### src/rtl/serial_to_parallel_aligner.sv
// Serial-to-parallel byte aligner: hunts for COMMA in the bit stream, confirms LOCK_COUNT aligned
// commas, then emits every following byte. Optional macro COMMA_STRIP_EN suppresses VALID_OUT on commas.

module serial_to_parallel_aligner #(
    parameter logic [7:0]  COMMA      = 8'hBC,
    parameter int unsigned LOCK_COUNT = 4
) (
    input  logic       CLK,
    input  logic       RESET,
    input  logic       SERIAL_IN,
    output logic [7:0] DATA_OUT,
    output logic       VALID_OUT,
    output logic       ACTIVE
);

    typedef enum logic [1:0] {StSearch, StSync, StActive} state_e;

    localparam logic [3:0] LockTarget = 4'(LOCK_COUNT);

    state_e     state_q, state_d;
    // Only the seven most recent bits are stored; SERIAL_IN supplies the eighth.
    logic [6:0] shreg_q;
    logic [2:0] bit_cnt_q, bit_cnt_d;
    logic [3:0] comma_cnt_q, comma_cnt_d;
    logic [7:0] data_q, data_d;
    logic       valid_q, valid_d;
    logic       active_q;

    logic [7:0] word;
    logic       is_comma;
    logic       boundary;

    assign word     = {shreg_q, SERIAL_IN};
    assign is_comma = (word == COMMA);
    assign boundary = (bit_cnt_q == 3'd7);

    always_comb begin
        state_d     = state_q;
        bit_cnt_d   = bit_cnt_q;
        comma_cnt_d = comma_cnt_q;
        data_d      = data_q;
        valid_d     = 1'b0;
        unique case (state_q)
            StSearch: begin
                if (is_comma) begin
                    bit_cnt_d   = 3'd0;
                    comma_cnt_d = 4'd1;
                    state_d     = (LOCK_COUNT == 1) ? StActive : StSync;
                end
            end
            StSync: begin
                bit_cnt_d = bit_cnt_q + 3'd1;
                if (boundary) begin
                    if (is_comma) begin
                        comma_cnt_d = comma_cnt_q + 4'd1;
                        if (comma_cnt_d == LockTarget) begin
                            state_d = StActive;
                        end
                    end else begin
                        // Misaligned run: drop it and hunt again from the next edge.
                        state_d     = StSearch;
                        comma_cnt_d = 4'd0;
                        bit_cnt_d   = 3'd0;
                    end
                end
            end
            StActive: begin
                bit_cnt_d = bit_cnt_q + 3'd1;
                if (boundary) begin
                    data_d = word;
`ifdef COMMA_STRIP_EN
                    valid_d = ~is_comma;
`else
                    valid_d = 1'b1;
`endif
                end
            end
            default: begin
                state_d = StSearch;
            end
        endcase
    end

    always_ff @(posedge CLK or negedge RESET) begin
        if (!RESET) begin
            state_q     <= StSearch;
            shreg_q     <= 7'd0;
            bit_cnt_q   <= 3'd0;
            comma_cnt_q <= 4'd0;
            data_q      <= 8'h00;
            valid_q     <= 1'b0;
            active_q    <= 1'b0;
        end else begin
            state_q     <= state_d;
            shreg_q     <= word[6:0];
            bit_cnt_q   <= bit_cnt_d;
            comma_cnt_q <= comma_cnt_d;
            data_q      <= data_d;
            valid_q     <= valid_d;
            active_q    <= (state_d == StActive);
        end
    end

    assign DATA_OUT  = data_q;
    assign VALID_OUT = valid_q;
    assign ACTIVE    = active_q;

endmodule

### config.mk
export PLATFORM = sky130hd
export DESIGN_NAME = serial_to_parallel_aligner
export DESIGN_NICKNAME = d
export VERILOG_FILES = /design/src/rtl/serial_to_parallel_aligner.sv
export SDC_FILE = /design/constraint.sdc
export NUM_CORES = 1
export LEC_CHECK = 0
export ABC_AREA = 1
export CAP_MARGIN = 20
export CORE_ASPECT_RATIO = 1.25
export CORE_MARGIN = 2
export CORE_UTILIZATION = 45
export CTS_CLUSTER_SIZE = 40
export DETAILED_ROUTE_END_ITERATION = 7
export PLACE_DENSITY_LB_ADDON = 0.3
export SYNTH_ARGS = -nofsm -noshare
export SYNTH_HDL_FRONTEND = slang
export SYNTH_SLANG_ARGS = --single-unit
### constraint.sdc
create_clock -name CLK -period 2.54 [get_ports CLK]
set_input_delay 0.254 -clock CLK [delete_from_list [all_inputs] [get_ports CLK]]
set_output_delay 0.254 -clock CLK [all_outputs]
set_load 0.05 [all_outputs]
* After elaboration in Yosys (flattened, before gate mapping)
Cells that the tools add are included.
Widths: inputs -> output; s select.
** Word-level totals
- Flip-flop bits (word level) :: 26
** Operators by class
- Add/sub/neg operators :: 2
- Equality and inequality tests :: 8
- Multiplexer cells :: 15
- Reductions and logical operators :: 6
** Operators by type and width (count)
- $mux 4 :: 3
- $mux 3 :: 3
- $pmux 3 s3 :: 1
- $eq 8x8->1 const B :: 1
- $mux 2 :: 4
- $pmux 4 s2 :: 1
- $pmux 2 s3 :: 1
- $add 4x1->4 const B :: 1
- $eq 2x2->1 const B :: 2
- $eq 4x3->1 const B :: 1
- $ne 2x2->1 const B :: 2
- $reduce_and 2->1 :: 2
- $add 3x1->3 const B :: 1
- $eq 3x3->1 const B :: 1
- $reduce_and 3->1 :: 1
- $reduce_bool 3->1 :: 1
- $eq 2x1->1 const B :: 1
- $logic_not 2->1 :: 1
- $mux 1 :: 2
- $reduce_bool 2->1 :: 1

* Longest topological paths before layout
- Depth in word-level cells :: 7
- Gate-level depth with buffers :: 11
- Mapped depth without buffers :: 11

* Worst setup path before layout
No wires, ideal clock.
- Kind :: register to register
- From :: reg state_q[1]
- To :: reg active_q, in the netlist ACTIVE
- Arrival time :: 1317 ps
- Required time :: 2426 ps
- Path slack :: 1108 ps
- Stages on the path, launching flop included :: 9
- Path buffers :: 0
- Clock period less this slack :: 1432 ps
- Cells stage by stage :: dfrtp_1 -> inv_1 -> ha_1 -> inv_2 -> or2_4 -> nand3_2 -> nand3_2 -> nand2_1 -> nor2_2
** On the way
- Longest elaborated chain between the ends :: 5
** RTL lines
- start, declared :: RTL line 20 : state_e state_q, state_d;
- start signal, assigned :: RTL line 86 : state_q <= StSearch;
- start signal, assigned :: RTL line 94 : state_q <= state_d;
- $mux 2 :: RTL line 56 : if (comma_cnt_d == LockTarget) begin
- $mux 2 :: RTL line 54 : if (is_comma) begin
- $mux 2 :: RTL line 53 : if (boundary) begin
- $pmux 2 s3 * :: RTL line 43 : unique case (state_q)
- $eq 2x2->1 * :: RTL line 100 : active_q <= (state_d == StActive);
- end signal, assigned :: RTL line 100
- end, declared :: RTL line 27 : logic active_q;
Mark *: on every way between the ends. The rest lies on a longest branch, timed or not.
A chain may end at the register's enable or synchronous reset.

* Final worst setup path
- From :: reg data_q[0], in the netlist DATA_OUT[0]
- To :: out DATA_OUT[0]
** RTL lines
- start, declared :: RTL line 25 : logic [7:0] data_q, data_d;
- start signal, assigned :: RTL line 98 : data_q <= data_d;
- end, declared :: RTL line 11 : output logic [7:0] DATA_OUT,
No word-level cell between the ends.

==> results_dict.tcl <==
set metrics [dict create \
    relSlewSlack 0.6677 \
    io_buffers 12 \
    slew_viol_final 0 \
    setup_viol 0 \
    slowest_delay_ns 0.81 \
    layout_min_cycle_time_ns 1.771 \
    ys_ff_latch 26 \
    dr_wl_met2_um 1054 \
    outcome "finished clean" \
    antenna_found_initial 0 \
    start_util 0.4638 \
    synth_commonest_cells "48 x nand2_1, 26 x dfrtp_1, 18 x inv_1" \
    irDropWorstVdd_uv 479.5 \
    drtPass1Iterations 4 \
    synth-edff-count 0 \
    fmax_ghz 0.5647 \
    wl_met1_um 954 \
    placed_cell_area_sq_um 1385 \
    p_leak_nw 0.7507 \
    dieArea_sq_um 3143 \
    synth_area_per_cell_sq_um 9.027 \
    nets 164 \
    areaGrowthSynthToFinish_pct 17.97 \
    clk_latency_ns 0.32 \
    grt_pass1_vias 887 \
    finalWirelength_um 2135 \
    synth_nets 147 \
    num_rows 21 \
    cts_setup_buffers 0 \
    holdBufCountCts 0 \
    cts_made_buffers 3 \
    tightest_slew_ns 0.4969 \
    cp_num_buf_inv 1 \
    post-route-period-util 0.6972 \
    die_x_um 50.55 \
    total_power_uw 880.3 \
    stdcell_area_sq_um 1438 \
    synth_top_area_cell "dfrtp_1" \
    cp_data_required_time_ns 2.29 \
    via_per_inst 4.832 \
    yosys_most_used_dff "dfrtp_1" \
    htree_levels 1 \
    syn_inst 135 \
    highest_layer "met4" \
    rsz0062_at_grt "no" \
    cts-resized-gates 0 \
    setup_ws_ns 0.7691 \
    place_ws_ns 0.9414 \
    crit_fanout 2 \
    antenna_cells 0 \
    yosysWarnings 0 \
    drc 0 \
    finClkSkew_ns 0.006064 \
    cp_top_family "buffers and inverters" \
    fp.dieH_um 62.18 \
    drive_gt1_frac 0.09934 \
    maxCapViolations 0 \
    cts.sinks 26 \
    grt_pass1_wl_um 3836 \
    synth.area.top_cells "dfrtp_1 53%, nand2_1 15%, ha_1 9.2%" \
    ys_types 18 \
    antenna_left 0 \
    wl_met3_um 67 \
    path_cells "clkdlybuf4s50_1" \
    drtIter0Drc 29 \
    p_per_area_nw_per_um2 612.3 \
    cts.clk_slew.worst_paths_ns 0.14 \
    hpwl_um 1554 \
    cp-end-kind "output pin" \
    path_class "flop to output pin" \
    grt_overflow 0 \
    final_cells 185 \
    dr_total_vias 894 \
    finalSetupTns_ns 0 \
    arrival_ns 1.52 \
    synth_area_sq_um 1219 \
    root_buffer "clkbuf_4" \
    startpoint_type "flop" \
    grtUsageTotal 0.1566 \
    ctsLongestPathBuffers 2 \
    place.gp.congestion 0.7985 \
    hp-class "primary input to asynchronous set/reset pin" \
    synth_top_area_frac 0.5339 \
    yosysSeqAreaShare 0.5339 \
    final_hold_viol_count 0 \
    core_sq_um 2628 \
    synthArstFlopShare 1.000 \
    place_inst 181 \
    whs_ns 0.2773 \
    synthMostInstantiatedCell "nand2_1" \
    grt_max_degree 27 \
    final_core_util 0.5471 \
    wl_per_cell_um 11.54 \
    cp_slowest_cell "clkdlybuf4s50_1" \
    num_io_pins 13 \
    tritoncts "yes" \
]
-- layer usage --
layer,track usage,up-vias
met2,0.2516,17
li1,-,450
met5,0,-
met1,0.2071,420
met3,0.01683,7
met4,0.08108,0
-- placed cells by master (no fill, tap or decap) --
master           Yosys  layout
inv_1               18      18
nand3_2              2       2
o21ai_1              2       2
nor2_1               3       3
o21ai_0              8       8
o211ai_1             1       1
clkdlybuf4s50_1      0      12
nand2_1             48      48
dfrtp_1             26      26
o211ai_4             1       1
bufinv_16            0       1
a21oi_2              1       1
buf_4                0       1
nand4_1              2       2
inv_2                1       1
ha_1                 9       9
or2_4                1       1
nand2_2              3       3
nand3_1              7       7
nor2_2               1       1
clkbuf_4             0       3
-- registers in the layout (all words and copies together) (netlist names) --
| register | count |
|---|---|
| VALID_OUT | 1 |
| ACTIVE | 1 |
| DATA_OUT | 8 |
| shreg_q | 7 |
| bit_cnt_q | 3 |
| comma_cnt_q | 4 |
| state_q | 2 |
-- layout make-up --
class | count | area [sq um]
sequential | 26 | 650.6
tap | 34 | 42.54
multi-input combinational | 89 | 493.0
clock inverter | 1 | 30.03
fill | 247 | 1190
timing repair buffer | 13 | 127.6
inverter | 19 | 71.32
clock buffer | 3 | 22.52
-- final timing paths --
path,slack (ns),end,cells past startpoint,start
max,0.77,DATA_OUT[0],1,DATA_OUT[0]$_DFFE_PN0P_
min,0.28,shreg_q[3]$_DFF_PN0_,2,RESET
max reg2reg,0.93,ACTIVE$_DFF_PN0_,9,state_q[1]$_DFF_PN0_
min reg2reg,0.39,shreg_q[6]$_DFF_PN0_,0,shreg_q[5]$_DFF_PN0_
max in group asynchronous,2.02,comma_cnt_q[1]$_DFFE_PN0P_,2,RESET
min in group CLK,0.39,shreg_q[0]$_DFF_PN0_,1,SERIAL_IN
-- where the power goes --
| group | internal [mW] | switching (mW) |
|---|---|---|
| Combinational | 0.0496 | 0.0882 |
| Sequential | 0.434 | 0.0259 |
| Clock | 0.160 | 0.123 |
| Total | 0.643 | 0.237 |
-- cells by family after synthesis --
logic type / synth area share
and+or+nand+nor: 0.2402
buffers and inverters: 0.06159
DFF: 0.5339
adders and majority gates: 0.09240
AOI/OAI and AO/OA: 0.07187
No activity file was read; power rests on OpenSTA's default activity.
